## src/rtl/lsu_if.sv

```systemverilog
// Data-bus bundle between the load/store unit (master) and the memory slave.
interface lsu_if;
  logic        dbus_req;
  logic        dbus_we;
  logic [31:0] dbus_addr;
  logic [31:0] dbus_wdata;
  logic [3:0]  dbus_be;
  logic        dbus_ready;
  logic        dbus_rvalid;
  logic [31:0] dbus_rdata;

  modport master (
    output dbus_req, dbus_we, dbus_addr, dbus_wdata, dbus_be,
    input  dbus_ready, dbus_rvalid, dbus_rdata
  );

  modport slave (
    input  dbus_req, dbus_we, dbus_addr, dbus_wdata, dbus_be,
    output dbus_ready, dbus_rvalid, dbus_rdata
  );
endinterface

```

## src/rtl/lsu.sv

```systemverilog
// Load/store unit: issues one data-bus transaction at a time from the EX
// stage, builds byte lanes, flags misaligned accesses and formats load data.
// Bus outputs and exceptions are combinational; only the state is registered.
module lsu (
  input  logic        clk,
  input  logic        rst,
  input  logic [2:0]  ex_mem_rd_op,
  input  logic [1:0]  ex_mem_wr_op,
  input  logic [31:0] ex_addr,
  input  logic [31:0] ex_wdata,
  input  logic        flush,
  lsu_if.master       dbus,
  output logic        lsu_mem_rd,
  output logic        lsu_stall,
  output logic [31:0] lsu_rdata,
  output logic        lsu_rdata_valid,
  output logic        exc_load_misaligned,
  output logic        exc_store_misaligned,
  output logic [31:0] exc_addr
);

  typedef enum logic [1:0] {
    ST_IDLE    = 2'd0,
    ST_RD_WAIT = 2'd1,
    ST_DRAIN   = 2'd2
  } state_t;

  state_t      state_r;
  state_t      state_nxt_s;
  logic [2:0]  ld_op_r;
  logic [1:0]  ld_off_r;

  logic        is_store_s;
  logic        is_load_s;
  logic        misalign_s;
  logic        issue_ok_s;
  logic        rdata_valid_s;
  logic        stall_wait_s;
  logic        req_s;
  logic        fault_s;
  logic        accept_ld_s;
  logic [3:0]  be_s;
  logic [31:0] wdata_s;
  logic [31:0] shifted_s;

  // Decode the EX op (store wins) and check natural alignment of its size.
  always_comb begin
    is_store_s = (ex_mem_wr_op != 2'd0);
    is_load_s  = 1'b0;
    misalign_s = 1'b0;
    case (ex_mem_rd_op)
      3'd1, 3'd2, 3'd3, 3'd4, 3'd5: is_load_s = 1'b1;
      default:                      is_load_s = 1'b0;
    endcase
    if (is_store_s) begin
      case (ex_mem_wr_op)
        2'd2:    misalign_s = ex_addr[0];
        2'd3:    misalign_s = |ex_addr[1:0];
        default: misalign_s = 1'b0;
      endcase
    end else begin
      case (ex_mem_rd_op)
        3'd2, 3'd5: misalign_s = ex_addr[0];
        3'd3:       misalign_s = |ex_addr[1:0];
        default:    misalign_s = 1'b0;
      endcase
    end
  end

  // Next-state logic and handshake control; a returning load frees the slot
  // in the same cycle so a following op can issue back-to-back.
  always_comb begin
    state_nxt_s   = state_r;
    issue_ok_s    = 1'b0;
    rdata_valid_s = 1'b0;
    stall_wait_s  = 1'b0;
    case (state_r)
      ST_IDLE: begin
        issue_ok_s = ~flush & ~rst;
      end
      ST_RD_WAIT: begin
        if (dbus.dbus_rvalid) begin
          issue_ok_s    = ~flush & ~rst;
          rdata_valid_s = ~flush & ~rst;
          state_nxt_s   = ST_IDLE;
        end else begin
          stall_wait_s = ~rst;
          state_nxt_s  = flush ? ST_DRAIN : ST_RD_WAIT;
        end
      end
      ST_DRAIN: begin
        stall_wait_s = ~rst;
        state_nxt_s  = dbus.dbus_rvalid ? ST_IDLE : ST_DRAIN;
      end
      default: begin
        state_nxt_s = ST_IDLE;
      end
    endcase
    req_s       = issue_ok_s & (is_store_s | is_load_s) & ~misalign_s;
    fault_s     = issue_ok_s & (is_store_s | is_load_s) & misalign_s;
    accept_ld_s = req_s & ~is_store_s & dbus.dbus_ready;
    if (accept_ld_s) begin
      state_nxt_s = ST_RD_WAIT;
    end else begin
      state_nxt_s = state_nxt_s;
    end
  end

  // Byte-lane enables and lane-replicated store data.
  always_comb begin
    be_s    = 4'hF;
    wdata_s = 32'd0;
    if (is_store_s) begin
      case (ex_mem_wr_op)
        2'd1: begin
          be_s    = 4'b0001 << ex_addr[1:0];
          wdata_s = {4{ex_wdata[7:0]}};
        end
        2'd2: begin
          be_s    = 4'b0011 << ex_addr[1:0];
          wdata_s = {2{ex_wdata[15:0]}};
        end
        default: begin
          be_s    = 4'hF;
          wdata_s = ex_wdata;
        end
      endcase
    end else begin
      be_s    = 4'hF;
      wdata_s = 32'd0;
    end
  end

  // Drive the bus and pipeline-facing control outputs.
  always_comb begin
    dbus.dbus_req        = req_s;
    dbus.dbus_we         = req_s & is_store_s;
    dbus.dbus_addr       = req_s ? {ex_addr[31:2], 2'b00} : 32'd0;
    dbus.dbus_be         = req_s ? be_s : 4'd0;
    dbus.dbus_wdata      = (req_s & is_store_s) ? wdata_s : 32'd0;
    lsu_mem_rd           = accept_ld_s;
    lsu_stall            = stall_wait_s | (req_s & ~dbus.dbus_ready);
    lsu_rdata_valid      = rdata_valid_s;
    exc_load_misaligned  = fault_s & ~is_store_s;
    exc_store_misaligned = fault_s & is_store_s;
    exc_addr             = fault_s ? ex_addr : 32'd0;
  end

  // Pick the addressed byte/half of the returned word and extend it.
  always_comb begin
    shifted_s = dbus.dbus_rdata >> {ld_off_r, 3'b000};
    lsu_rdata = 32'd0;
    if (rdata_valid_s) begin
      case (ld_op_r)
        3'd1:    lsu_rdata = {{24{shifted_s[7]}}, shifted_s[7:0]};
        3'd2:    lsu_rdata = {{16{shifted_s[15]}}, shifted_s[15:0]};
        3'd3:    lsu_rdata = dbus.dbus_rdata;
        3'd4:    lsu_rdata = {24'd0, shifted_s[7:0]};
        3'd5:    lsu_rdata = {16'd0, shifted_s[15:0]};
        default: lsu_rdata = 32'd0;
      endcase
    end else begin
      lsu_rdata = 32'd0;
    end
  end

  // State register plus the op/offset of the load currently in flight.
  always_ff @(posedge clk) begin
    if (rst) begin
      state_r  <= ST_IDLE;
      ld_op_r  <= 3'd0;
      ld_off_r <= 2'd0;
    end else begin
      state_r <= state_nxt_s;
      if (accept_ld_s) begin
        ld_op_r  <= ex_mem_rd_op;
        ld_off_r <= ex_addr[1:0];
      end
    end
  end

endmodule

```

## src/flat_wrapper.sv

```systemverilog
// flat-port wrapper written by rule: the top's interface ports become plain ports
module lsu_flat 
  (clk, rst, ex_mem_rd_op, ex_mem_wr_op, ex_addr, ex_wdata, flush, lsu_mem_rd, lsu_stall, lsu_rdata, lsu_rdata_valid, exc_load_misaligned, exc_store_misaligned, exc_addr, dbus_dbus_req, dbus_dbus_we, dbus_dbus_addr, dbus_dbus_wdata, dbus_dbus_be, dbus_dbus_ready, dbus_dbus_rvalid, dbus_dbus_rdata);
  lsu_if dbus_i ();
  input  logic clk;
  input  logic rst;
  input  logic [2:0] ex_mem_rd_op;
  input  logic [1:0] ex_mem_wr_op;
  input  logic [31:0] ex_addr;
  input  logic [31:0] ex_wdata;
  input  logic flush;
  output logic lsu_mem_rd;
  output logic lsu_stall;
  output logic [31:0] lsu_rdata;
  output logic lsu_rdata_valid;
  output logic exc_load_misaligned;
  output logic exc_store_misaligned;
  output logic [31:0] exc_addr;
  output wire logic [$bits(dbus_i.dbus_req)-1:0] dbus_dbus_req;
  output wire logic [$bits(dbus_i.dbus_we)-1:0] dbus_dbus_we;
  output wire logic [$bits(dbus_i.dbus_addr)-1:0] dbus_dbus_addr;
  output wire logic [$bits(dbus_i.dbus_wdata)-1:0] dbus_dbus_wdata;
  output wire logic [$bits(dbus_i.dbus_be)-1:0] dbus_dbus_be;
  input wire logic [$bits(dbus_i.dbus_ready)-1:0] dbus_dbus_ready;
  input wire logic [$bits(dbus_i.dbus_rvalid)-1:0] dbus_dbus_rvalid;
  input wire logic [$bits(dbus_i.dbus_rdata)-1:0] dbus_dbus_rdata;
  assign dbus_dbus_req = dbus_i.dbus_req;
  assign dbus_dbus_we = dbus_i.dbus_we;
  assign dbus_dbus_addr = dbus_i.dbus_addr;
  assign dbus_dbus_wdata = dbus_i.dbus_wdata;
  assign dbus_dbus_be = dbus_i.dbus_be;
  assign dbus_i.dbus_ready = dbus_dbus_ready;
  assign dbus_i.dbus_rvalid = dbus_dbus_rvalid;
  assign dbus_i.dbus_rdata = dbus_dbus_rdata;
  lsu u_core (.clk(clk), .rst(rst), .ex_mem_rd_op(ex_mem_rd_op), .ex_mem_wr_op(ex_mem_wr_op), .ex_addr(ex_addr), .ex_wdata(ex_wdata), .flush(flush), .dbus(dbus_i), .lsu_mem_rd(lsu_mem_rd), .lsu_stall(lsu_stall), .lsu_rdata(lsu_rdata), .lsu_rdata_valid(lsu_rdata_valid), .exc_load_misaligned(exc_load_misaligned), .exc_store_misaligned(exc_store_misaligned), .exc_addr(exc_addr));
endmodule
```

## config.mk

```make
export PLATFORM = sky130hd
export DESIGN_NAME = lsu_flat
export DESIGN_NICKNAME = d
export VERILOG_FILES = /design/src/rtl/lsu_if.sv /design/src/rtl/lsu.sv /design/src/flat_wrapper.sv
export SDC_FILE = /design/constraint.sdc
export NUM_CORES = 1
export LEC_CHECK = 0
export CELL_PAD_IN_SITES_DETAIL_PLACEMENT = 1
export CELL_PAD_IN_SITES_GLOBAL_PLACEMENT = 1
export CORE_MARGIN = 1
export CORE_UTILIZATION = 19
export CTS_CLUSTER_DIAMETER = 100
export DETAILED_ROUTE_END_ITERATION = 16
export PLACE_DENSITY_LB_ADDON = 0.1
export SYNTH_ARGS = -nofsm -noshare
export SYNTH_HDL_FRONTEND = slang
export SYNTH_SLANG_ARGS = --single-unit
```

## constraint.sdc

```tcl
create_clock -name clk -period 2.55 [get_ports clk]
set_input_delay 0.255 -clock clk [delete_from_list [all_inputs] [get_ports clk]]
set_output_delay 0.255 -clock clk [all_outputs]
set_load 0.005 [all_outputs]
```

# [Word-level counts from Yosys, hierarchy flattened]
# Index checks and enable logic that the tools add are counted.
[word_totals] wordCells=70 ff_bits=7 inputBits=106
[classes] mux=24 shifts=3 bitwise=17 n_reduce_logical=6 eq_ne=16
[ops] cell="32-bit two-way mux" n=5
[ops] cell="32-bit case mux with 5 select lines" n=1
[ops] cell="32-bit case mux with 2 select lines" n=1
[ops] cell="32-bit by 5-bit right shift with 16-bit output" n=1
[ops] cell="3-bit by 2-bit equality test with 1-bit output (second input constant)" n=4
[ops] cell="3-bit equality test (second input constant)" n=4
[ops] cell="1-bit AND" n=10
[ops] cell="4-bit two-way mux" n=2
[ops] cell="1-bit case mux with 2 select lines" n=4
[ops] cell="4-bit case mux with 2 select lines" n=1
[ops] cell="2-bit equality test (second input constant)" n=3
[ops] cell="3-bit by 1-bit equality test with 1-bit output (second input constant)" n=2
[ops] cell="1-bit two-way mux" n=6
[ops] cell="2-bit two-way mux" n=3
[ops] cell="2-bit case mux with 3 select lines" n=1
[ops] cell="2-bit OR reduction" n=3
[ops] cell="1-bit inverter" n=5
[ops] cell="5-bit OR reduction" n=1
[ops] cell="2-bit by 1-bit equality test with 1-bit output (second input constant)" n=2
[ops] cell="1-bit by 2-bit left shift with 4-bit output (first input constant)" n=1
[ops] cell="2-bit by 2-bit left shift with 4-bit output (first input constant)" n=1
[ops] cell="2-bit zero test" n=1
[ops] cell="2-bit != test (second input constant)" n=1
[ops] cell="1-bit OR" n=2
[ops] cell="2-bit nonzero test" n=1

# [Longest topological paths before layout]
# Gate-level depths: netlist (run 1).
[depth] ltp_word=9 ltp_mapped=9 depth_no_buf=7

# [Worst setup path before layout (run 1)]
# Ideal clock, no wire load.
[synth_timing] path_kind="register to output" start="reg u_core.state_r[1]" end="out dbus_dbus_wdata[27]" arrival_time_ns=1.792 path_buffers=2 stages_incl_launch_ff=9 required_time_ns=2.295 slack_ns=0.503 cell_sequence="dfxtp_1 > inv_1 > ha_1 > a21oi_2 > or3_4 > or3_1 > buf_2 > buf_6 > a211oi_2"
[synth_via] elab_chain_len=6 word_cells_on_any_way=7 classes_between="eq/ne (1); mux (2); bitwise (3); reduce/logical (1)"
[synth_rtl] item="start: declaration" line_no="lsu.sv:28" source="state_t state_r;"
[synth_rtl] item="start signal: assignment" line_no="lsu.sv:174" source="state_r <= state_nxt_s;"
[synth_rtl] item="2-bit by 1-bit equality test with 1-bit output / 2-bit zero test (equally long branches)" line_no="lsu.sv:77" source="case (state_r)"
[synth_rtl] item="1-bit case mux with 2 select lines (*)" line_no="lsu.sv:77"
[synth_rtl] item="1-bit AND (*) (2 in a row)" line_no="lsu.sv:99" source="req_s = issue_ok_s & (is_store_s | is_load_s) & ~misalign_s;"
[synth_rtl] item="1-bit AND (*)" line_no="lsu.sv:140" source="dbus.dbus_wdata = (req_s & is_store_s) ? wdata_s : 32'd0;"
[synth_rtl] item="32-bit two-way mux (*)" line_no="lsu.sv:140"
[synth_rtl] item="end: declaration" line_no="flat_wrapper.sv:22" source="output wire logic [$bits(dbus_i.dbus_wdata)-1:0] dbus_dbus_wdata;"
# Every way passes the cells marked *; elsewhere a longest branch is shown, timed or not.

# [Worst setup path in the final report (run 1)]
[layout_timing] start="reg u_core.state_r[1]" end="out exc_addr[19]"
[layout_via] elab_chain_len=5 word_cells_on_any_way=6 classes_between="eq/ne (1); mux (2); bitwise (2); reduce/logical (1)"
[layout_rtl] item="2-bit by 1-bit equality test with 1-bit output / 2-bit zero test (equally long branches)" line_no="lsu.sv:77"
[layout_rtl] item="1-bit case mux with 2 select lines (*)" line_no="lsu.sv:77"
[layout_rtl] item="1-bit AND (*) (2 in a row)" line_no="lsu.sv:100" source="fault_s = issue_ok_s & (is_store_s | is_load_s) & misalign_s;"
[layout_rtl] item="32-bit two-way mux (*)" line_no="lsu.sv:146" source="exc_addr = fault_s ? ex_addr : 32'd0;"
[layout_rtl] item="end: declaration" line_no="flat_wrapper.sv:18" source="output logic [31:0] exc_addr;"
# Marks and branches as above.

==> results of run 1 <==
==> flip-flops by register name, indices dropped and copies added, names as in the netlist <==
name             cells
u_core.ld_off_r      2
u_core.ld_op_r       3
u_core.state_r       2
==> path summary, 6_finish.rpt <==
path                             end  slack [ns]  cells after the start
hold reg to reg    u_core.state_r[0]        0.58                      2
hold / removal     u_core.ld_op_r[1]        0.51                      4
setup / recovery        exc_addr[19]        0.03                     12
setup reg to reg  u_core.ld_off_r[0]        0.73                     10
==> stage by stage <==
stage | total power (W) | setup TNS, ns | hold WS (ns) | instances | utilization [%]
floorplan | 0.000306 | 0 | 0.385 | 368 | -
global placement | 0.000689 | -30.34 | 0.551 | 798 | 42.7
detailed placement | 0.000697 | -40.70 | 0.563 | 798 | 42.7
CTS | 0.000985 | -0.00246 | 0.578 | 823 | 44.7
global route | 0.00106 | -0.216 | 0.567 | 826 | 45.6
finish | 0.000993 | 0 | 0.510 | 826 | 45.6
==> cell families (layout without fill, tap and decap cells) <==
| logic type | count (synthesis) | after routing | share of synthesized area [%] |
|---|---|---|---|
| other cells | 1 | 2 | 0.153 |
| fa+ha+maj | 7 | 7 | 3.58 |
| buf+inv | 46 | 332 | 8.54 |
| mux | 18 | 18 | 7.72 |
| flops | 7 | 7 | 5.73 |
| compound gates | 122 | 122 | 35.6 |
| simple gates | 166 | 166 | 38.7 |
==> area by class of cell <==
type | instances | area (sq um) | area share (%)
clock buffer | 4 | 78.8 | 1.38
inverter | 11 | 48.8 | 0.852
multi-input combinational | 315 | 2260 | 39.4
sequential | 7 | 144 | 2.51
tap | 172 | 215 | 3.76
timing repair buffer | 317 | 2990 | 52.1
==> placed cells by master, fill, tap and decap left out, types with 4 or more instances in the layout <==
| cell | count |
|---|---|
| dfxtp_1 | 4 |
| dlymetal6s2s_1 | 17 |
| a22oi_1 | 24 |
| nand2_1 | 12 |
| inv_2 | 4 |
| nor2b_1 | 11 |
| o221ai_1 | 8 |
| buf_12 | 7 |
| a21o_1 | 19 |
| buf_4 | 51 |
| inv_1 | 5 |
| ha_4 | 4 |
| nand2b_1 | 9 |
| a21oi_1 | 32 |
| clkdlybuf4s50_1 | 118 |
| a211oi_2 | 5 |
| nor2_1 | 28 |
| buf_2 | 17 |
| and2_1 | 66 |
| mux2_2 | 7 |
| and2_4 | 9 |
| buf_6 | 19 |
| dlygate4sd2_1 | 40 |
| clkdlybuf4s15_1 | 12 |
| mux2i_1 | 10 |
| o2bb2ai_1 | 8 |
| clkbuf_16 | 4 |
| nor3_1 | 4 |
| o21ai_0 | 9 |
| nand3_1 | 13 |
| clkbuf_2 | 28 |
==> worst reg2reg max path, delay by kind of cell (launching register included) <==
family	cells	cell delay, ns
flip-flops	1	0.32
AO/OA/AOI/OAI	3	0.53
adder cells (fa/ha/maj)	1	0.15
buffers and inverters	5	0.56
AND/OR/NAND/NOR	1	0.15
==> layer usage <==
layer | vias to the layer above | track usage [%] | routed length (microns)
met4 | 0 | 2.34 | 133
met3 | 8 | 2.56 | 749
met1 | 1817 | 24.8 | 5980
met5 | - | 0 | 0
li1 | 1886 | - | -
met2 | 123 | 38.2 | 7430
==> power groups by stage <==
stage	sequential, W	combinational [W]	clock (W)
after floorplan	0.000113	0.000193	0
after global placement	0.000115	0.000574	0
after detailed placement	0.000115	0.000582	0
after CTS	0.000113	0.000605	0.000268
after global routing	0.000114	0.000665	0.000278
final	0.000114	0.000617	0.000263
==> what timing repair did <==
item,CTS,global route
setup buffers,17,3
gates resized for setup,235,109
pin swaps,8,10
endpoints found under the setup margin,117,75
cloned,4,1
==> impl_metrics.yaml, run 1 <==
outcome:
  status: "finished, final reports clean"
cts:
  cts-root-buf: "clkbuf_16"
  worstSkewPairLatency_ns: 0.23
  cts_tree: "yes"
  clockBufferDepth: 2
  clk_pin_slew_ns: 0.04
  cts_hold_buffers: 0
  numCtsBuffers: 3
  clock_sinks: 7
  htreeDepth: 1
logic_synthesis:
  syn-mean-instance-area_sq_um: 6.67
  synth_edf_count: 0
  synth_top_area_share_pct: 19.2
  synth.most_common_cell: "and2_1"
  ys_seq_area_share_pct: 5.73
  async_flop_share_pct: 0
  ys.flop_type: "dfxtp_1"
  syn-instance-count: 367
  synthesis.area_sq_um: 2450
  synth.area.top_cells: "and2_1, a22oi_1, a21oi_1"
  ys_warn_count: 0
  ys_ff_latch: 7
  synth.largest_area_cell: "and2_1"
  synthDistinctLibCells: 47
  ys_top_cells_by_count: "and2_1, a21oi_1, nor2_1"
timing:
  hold_viol_final: 0
  period_needed_ns: 2.52
  clock.fmax_mhz: 397
  tightest_slew_ns: 0.537
  slew_violations: 0
  post-route-worst-setup-slack_ns: 0.0329
  finClkSkew_ns: 0.00165
  slew_headroom_pct: 64.1
  rsz0062_at_grt: "true"
  setup_viol: 0
  period_share_pct: 98.7
detailed_routing:
  firstDrtPassIters: 4
  drt_wl_total_mm: 14.3
  wire_per_inst_microns: 17.3
  via_per_inst: 4.64
  ant_nets: 0
  vias: 3834
  drc_errors: 0
  drt_iter0_drc: 119
grt:
  grt_antenna_before_repair: 0
  grt_pass1_wl_mm: 21.2
  grt_use_total_pct: 20.2
  grt_pass1_vias: 4005
  grt_max_degree: 19
  grt-ovfl-total: 0
layout:
  final_area_sq_um: 5730
  fillerInstances: 1571
  area_growth_pct: 134
  drive_gt1_share_pct: 28.4
  nNetsFinal: 768
  diodes: 0
pwr:
  power_frac_comb_pct: 62.1
  p_leak_nw: 2.83
  clkPwrFrac_pct: 26.4
  peakVddDrop_v: 0.000275
  power.internal_w: 0.000687
  pwr-share-seq_pct: 11.4
  cellPowerDensity_nw_per_um2: 173
  p_switching_w: 0.000306
  swShare_pct: 30.8
die:
  start_util_pct: 19.5
  core_area_sq_um: 12600
  row_count: 41
  io_pins: 245
  dieWidth_microns: 115
  die_y_microns: 115
  die_area_sq_um: 13300
worst_setup_path:
  crit_chain: "inv_4, ha_4, a21oi_2, or3_4, buf_6, buf_6, a211oi_4, buf_6, buf_12, buf_8, and2_1, buf_2"
  cp_common_cell: "buf_6"
  cpLargestDelayFamily: "buffers and inverters"
  worstSetupEndpointType: "output pin"
  worstSetupStartpoint: "u_core.state_r[1]"
  crit_slowest_cell: "or3_4"
  arrival_ns: 2.26
  crit_path_start_kind: "flop"
  r2r-start: "u_core.state_r[1]"
  crit_type: "flop to output pin"
  cp.required_ns: 2.30
  max_stage_delay_ns: 0.35
  path_buf_inv: 7
  critPathMaxFanout: 7
worst_hold_path:
  worstHoldStart: "ex_mem_rd_op[1]"
  min_path_type: "input port to flop"
run:
  cap_viol_max_count: 0
place:
  port_buffers: 242
  dp_slack_ns: -0.490
  dpl_cell_area_sq_um: 5370
  dp_hpwl_mm: 11.4
  gp_congestion: 0.845
Note: power is estimated with default switching activity, not from simulation.
==> inputs of run 2 (changes only) <==
- CORE_UTILIZATION: 19 -> 20
- clock period: 2.55 -> 3.2 ns (I/O delays scaled with it)
==> run 2 against run 1 <==
  * Via count is 4.4% lower
  * Final area shrank 9.8%
  * Cell count down 9.4%
  * Power is 25% lower
  * Sequential share of layout area grew 0.20 points
  * Clock skew is 0.00082 ns lower
  * Utilization down 2.4 points
  * Combinational power decreased by 28%
  * Critical path depth is 3 lower
  * Flip-flop and latch count unchanged
  * Register-to-register slack improved by 0.77 ns
  * Global-route usage is 0.79 points lower
==> impl_metrics.yaml, run 2 (synthesized netlist as in run 1, its figures left out) <==
die:
  die_y_microns: 113
  die_area_sq_um: 12700
  core_area_sq_um: 12000
  io_pins: 245
  row_count: 40
  start_util_pct: 20.4
  dieWidth_microns: 113
timing:
  slew_violations: 0
  tightest_slew_ns: 0.706
  setup_viol: 0
  slew_headroom_pct: 52.8
  rsz0062_at_grt: "false"
  period_needed_ns: 3.07
  hold_viol_final: 0
  post-route-worst-setup-slack_ns: 0.126
  fin_setup_tns_ns: 0
  period_share_pct: 96.1
  clock.fmax_mhz: 325
  finClkSkew_ns: 0.000836
worst_hold_path:
  min_path_type: "flop to flop"
worst_setup_path:
  cp.required_ns: 2.88
  crit_path_start_kind: "input port"
  arrival_ns: 2.75
  crit_type: "input port to output pin"
  cp-endpoint: "exc_addr[0]"
  critPathMaxFanout: 23
  rr_endpoint: "u_core.ld_op_r[0]"
  r2r_cells: 7
  worstSetupEndpointType: "output pin"
  worstSetupStartpoint: "ex_mem_wr_op[0]"
  r2r-start: "u_core.state_r[1]"
  r2r_slack_ns: 1.50
detailed_routing:
  wire_per_inst_microns: 17.2
  vias: 3666
  via_per_inst: 4.90
  ant_nets: 0
  drc_errors: 0
  drt_iter0_drc: 89
  drt_wl_total_mm: 12.8
  firstDrtPassIters: 4
layout:
  reg_top3: "u_core.ld_op_r x3, u_core.ld_off_r x2, u_core.state_r x2"
  regMostFlops: "u_core.ld_op_r"
  multi_input_area_sq_um: 2110
  final_cell_mix: "clkdlybuf4s50_1, and2_1, a21oi_1"
  nNetsFinal: 715
  area_growth_pct: 111
  regArea_sq_um: 140
  largest_reg_flops: 3
  drive_gt1_share_pct: 8.15
  diodes: 0
  fillerInstances: 1456
  layout_commonest_cell: "clkdlybuf4s50_1"
cts:
  worstSkewPairLatency_ns: 0.23
  cts-root-buf: "clkbuf_16"
  cts_hold_buffers: 0
  htreeDepth: 1
  cts_tree: "yes"
  numCtsBuffers: 3
  clockBufferDepth: 2
  clk_pin_slew_ns: 0.04
  clock_sinks: 7
pwr:
  peakVddDrop_v: 0.000105
  cellPowerDensity_nw_per_um2: 144
  p_leak_nw: 1.96
grt:
  grt_pass1_vias: 3869
  grt_antenna_before_repair: 0
  grt_pass1_wl_mm: 19.9
  grt_max_degree: 26
  grt-ovfl-total: 0
  grt_use_total_pct: 19.4
place:
  gp_congestion: 0.769
  dp_hpwl_mm: 10.8
  dp_slack_ns: 0.0708
  port_buffers: 242
outcome:
  status: "finished, final reports clean"
run:
  cap_viol_max_count: 0
run 2: cell count changes in the layout (fill, tap and decap cells not counted), moves of 4 or more:
cell,delta
and2_1,+9
and2_4,-9
buf_12,-6
buf_2,-17
buf_4,-31
buf_6,-18
clkbuf_2,-28
clkdlybuf4s15_1,-12
clkdlybuf4s50_1,+123
dlygate4sd2_1,-40
dlymetal6s2s_1,-16
ha_4,-4
inv_1,+5
run 2: critical path: stages:
cell and delay, ns:
clkdlybuf4s50_1 0.51, inv_1 0.07, ha_1 0.26, buf_4 0.17
a21o_1 0.19, a211oi_2 0.33, buf_6 0.23, and2_1 0.15
clkdlybuf4s50_1 0.52
run 2: final cells by class:
type                       count  share of cell area, %
timing repair buffer         264                   50.4
sequential                     7                   2.71
multi-input combinational    315                   40.9
clock inverter                 1                 0.0969
clock buffer                   3                   1.45
tap                          147                   3.56
inverter                      11                  0.799
run 2: worst min path at each step:
stage / end / start / cells after the start / slack (ns)
after floorplan: u_core.ld_off_r[1] / ex_addr[1] / 2 / 0.45
after global placement: u_core.state_r[1] / u_core.state_r[1] / 2 / 0.53
after detailed placement: u_core.state_r[0] / u_core.state_r[0] / 2 / 0.56
after CTS: u_core.state_r[0] / u_core.state_r[0] / 2 / 0.57
after global routing: u_core.state_r[0] / u_core.state_r[0] / 2 / 0.60
final: u_core.state_r[0] / u_core.state_r[0] / 2 / 0.57
run 2: repair_timing:
item,4_1_cts,5_1_grt
endpoints found under the hold margin,0,0
resized for setup,0,7
setup endpoints to repair,0,58
setup buffers,0,0
run 2: per-layer routing:
| layer | track usage (%) | vias to the layer above | wire, microns |
|---|---|---|---|
| li1 | - | 1777 | - |
| met1 | 21.6 | 1754 | 5120 |
| met2 | 37.9 | 131 | 6770 |
| met3 | 4.32 | 4 | 897 |
| met4 | 2.58 | 0 | 36 |
| met5 | 0 | - | 0 |
run 2: report_power, final:
group / leakage (nW) / switching (W) / internal (W)
logic: 1.86 / 0.000176 / 0.000266
registers: 0.0565 / 0.00000211 / 0.0000887
clock network: 0.0409 / 0.0000491 / 0.000164
run 2: through the flow:
stage	hold slack (ns)	cells	power (W)	area, sq um	util (%)
global route	0.596	748	0.000791	5170	43.2
global placement	0.534	744	0.000526	5070	42.4
detailed placement	0.562	744	0.000534	5070	42.4
finish	0.573	748	0.000746	5170	43.2
CTS	0.571	748	0.000753	5150	43.0
floorplan	0.450	368	0.000244	2450	-
==> inputs of run 3 (changes only) <==
- CORE_UTILIZATION: 20 -> 19
- clock period: 3.2 -> 3.1 ns (I/O delays scaled with it)
==> run 3 against run 2 <==
  * Combinational power increased by 7.9%
  * Sequential share of layout area decreased by 0.094 points
  * Routed wire length increased by 7.8%
  * Power increased by 5.7%
  * Clock power increased by 2%
  * Global-route usage decreased by 0.29 points
  * Count of clock-buffer cells in the layout increased by 1
  * Via count decreased by 0.76%
  * Non-clock buffer count increased by 11
  * Flip-flop and latch count unchanged
  * First-iteration DRC count increased by 76%
  * Setup slack got worse by 0.013 ns
  * Critical endpoint is now exc_addr[16]
==> impl_metrics.yaml, run 3 (synthesized netlist as in run 1, its figures left out) <==
worst_setup_path:
  crit_path_start_kind: "input port"
  crit_chain: "clkdlybuf4s50_1, inv_1, ha_2, and3b_1, a22oi_2, buf_4, a211oi_4, buf_4, buf_6, and2_1, clkdlybuf4s50_1"
  cpLargestDelayFamily: "buffers and inverters"
  crit_type: "input port to output pin"
  cp.required_ns: 2.79
  cp_num_cells: 11
  r2r_slack_ns: 1.47
  worstSetupEndpointType: "output pin"
  max_stage_delay_ns: 0.52
  critPathMaxFanout: 11
  r2r_cells: 6
  path_buf_inv: 6
  crit_slowest_cell: "clkdlybuf4s50_1"
  arrival_ns: 2.68
layout:
  final_cell_mix: "clkdlybuf4s50_1, and2_1, a21oi_1"
  stdcell_count: 784
  final_area_sq_um: 5350
  largest_reg_flops: 3
  nNetsFinal: 726
  diodes: 0
  reg_top3: "u_core.ld_op_r x3, u_core.ld_off_r x2, u_core.state_r x2"
  area_growth_pct: 119
  regMostFlops: "u_core.ld_op_r"
  drive_gt1_share_pct: 9.97
  layout_commonest_cell: "clkdlybuf4s50_1"
timing:
  hold_slack_ns: 0.556
  setup_viol: 0
  slew_violations: 0
  period_share_pct: 96.4
  slew_headroom_pct: 63.0
  period_needed_ns: 2.99
  finClkSkew_ns: 0.000536
  hold_viol_final: 0
  clock.fmax_mhz: 335
  rsz0062_at_grt: "true"
  tightest_slew_ns: 0.553
  post-route-worst-setup-slack_ns: 0.113
  fin_setup_tns_ns: 0
pwr:
  pwr-share-seq_pct: 12.0
  clkPwrFrac_pct: 27.6
  peakVddDrop_v: 0.000246
  cellPowerDensity_nw_per_um2: 147
  p_leak_nw: 2.01
  swShare_pct: 30.0
  power_frac_comb_pct: 60.5
  p_switching_w: 0.000237
  power.internal_w: 0.000551
grt:
  grt_pass1_vias: 3758
  grt_antenna_before_repair: 0
  grt_pass1_wl_mm: 20.2
  grt_use_total_pct: 19.1
  grt-ovfl-total: 0
  grt_max_degree: 26
place:
  dp_slack_ns: 0.0181
  port_buffers: 242
  gp_congestion: 0.863
  dpl_cell_area_sq_um: 5160
  dp_hpwl_mm: 11.3
  dpl.cell_count: 776
detailed_routing:
  drt_wl_total_mm: 13.8
  wl_met1_mm: 5.79
  firstDrtPassIters: 4
  wl_met2_mm: 7.17
  drt_iter0_drc: 157
  wire_per_inst_microns: 17.6
  vias: 3638
  drc_errors: 0
  via_per_inst: 4.64
  ant_nets: 0
  wl_met3_microns: 761
  top_layer_used: "met4"
cts:
  htreeDepth: 1
  cts-root-buf: "clkbuf_16"
  clockBufferDepth: 2
  numCtsBuffers: 3
  clock_sinks: 7
  clk_pin_slew_ns: 0.04
  worstSkewPairLatency_ns: 0.23
  cts_tree: "yes"
die:
  dieWidth_microns: 115
  start_util_pct: 19.5
  die_area_sq_um: 13300
  core_area_sq_um: 12600
  row_count: 41
  io_pins: 245
  die_y_microns: 115
outcome:
  status: "finished, final reports clean"
worst_hold_path:
  min_path_type: "flop to flop"
  hold_depth: 2
run:
  cap_viol_max_count: 0
==> run 3: cell types whose count changed in the layout (fill, tap and decap cells not counted), sizes merged <==
cell and change:
buf +10, clkinv -1, clkdlybuf4s50 +1, dlymetal6s2s -1
clkbuf +2
==> run 3: final timing paths <==
path	to	start
worst min-delay path	u_core.state_r[1]	u_core.state_r[1]
worst max-delay path	exc_addr[16]	ex_mem_wr_op[1]
worst min register to register	u_core.state_r[1]	u_core.state_r[1]
worst max register to register	u_core.ld_off_r[0]	u_core.state_r[0]
==> run 3: routing by layer <==
metal	up-vias	GRT usage, %
met5	-	0
met1	1715	23.3
met2	119	36.1
li1	1796	-
met3	8	2.93
met4	0	2.08
==> run 3: power groups by stage <==
stage / registers, W / logic [W] / clock network (W)
3_5_place_dp: 0.0000954 / 0.000464 / 0
3_3_place_gp: 0.0000953 / 0.000455 / 0
4_1_cts: 0.0000941 / 0.000467 / 0.000222
5_1_grt: 0.0000944 / 0.000512 / 0.000231
2_1_floorplan: 0.0000933 / 0.000158 / 0
6_report: 0.0000942 / 0.000477 / 0.000217
==> run 3: tightest hold or removal path, delay by kind of cell, from the launching register on <==
family | cells | cell delay [ns]
DFF | 1 | 0.32
and+or+nand+nor | 1 | 0.05
AOI/OAI and AO/OA | 1 | 0.13
==> run 3: timing repair <==
item | in CTS | in global routing
resized for setup | 0 | 19
hold buffers | 0 | 0
buffers inserted | 0 | 1
setup endpoints to repair | 0 | 71
==> run 3: cell type report <==
cell class / instances / area [sq um]
well taps: 172 / 215
flip-flops and latches: 7 / 140
inverters: 11 / 41.3
clock buffers: 4 / 78.8
multi-input cells: 315 / 2140
fillers: 1510 / 7220
repair buffers: 275 / 2730
==> run 3: per-stage QoR <==
| stage | total power, W | utilization (%) |
|---|---|---|
| 2_1_floorplan | 0.000252 | - |
| 3_5_place_dp | 0.000559 | 41.1 |
| 3_3_place_gp | 0.000551 | 41.1 |
| 4_1_cts | 0.000783 | 41.7 |
| 6_report | 0.000788 | 42.6 |
| 5_1_grt | 0.000837 | 42.6 |
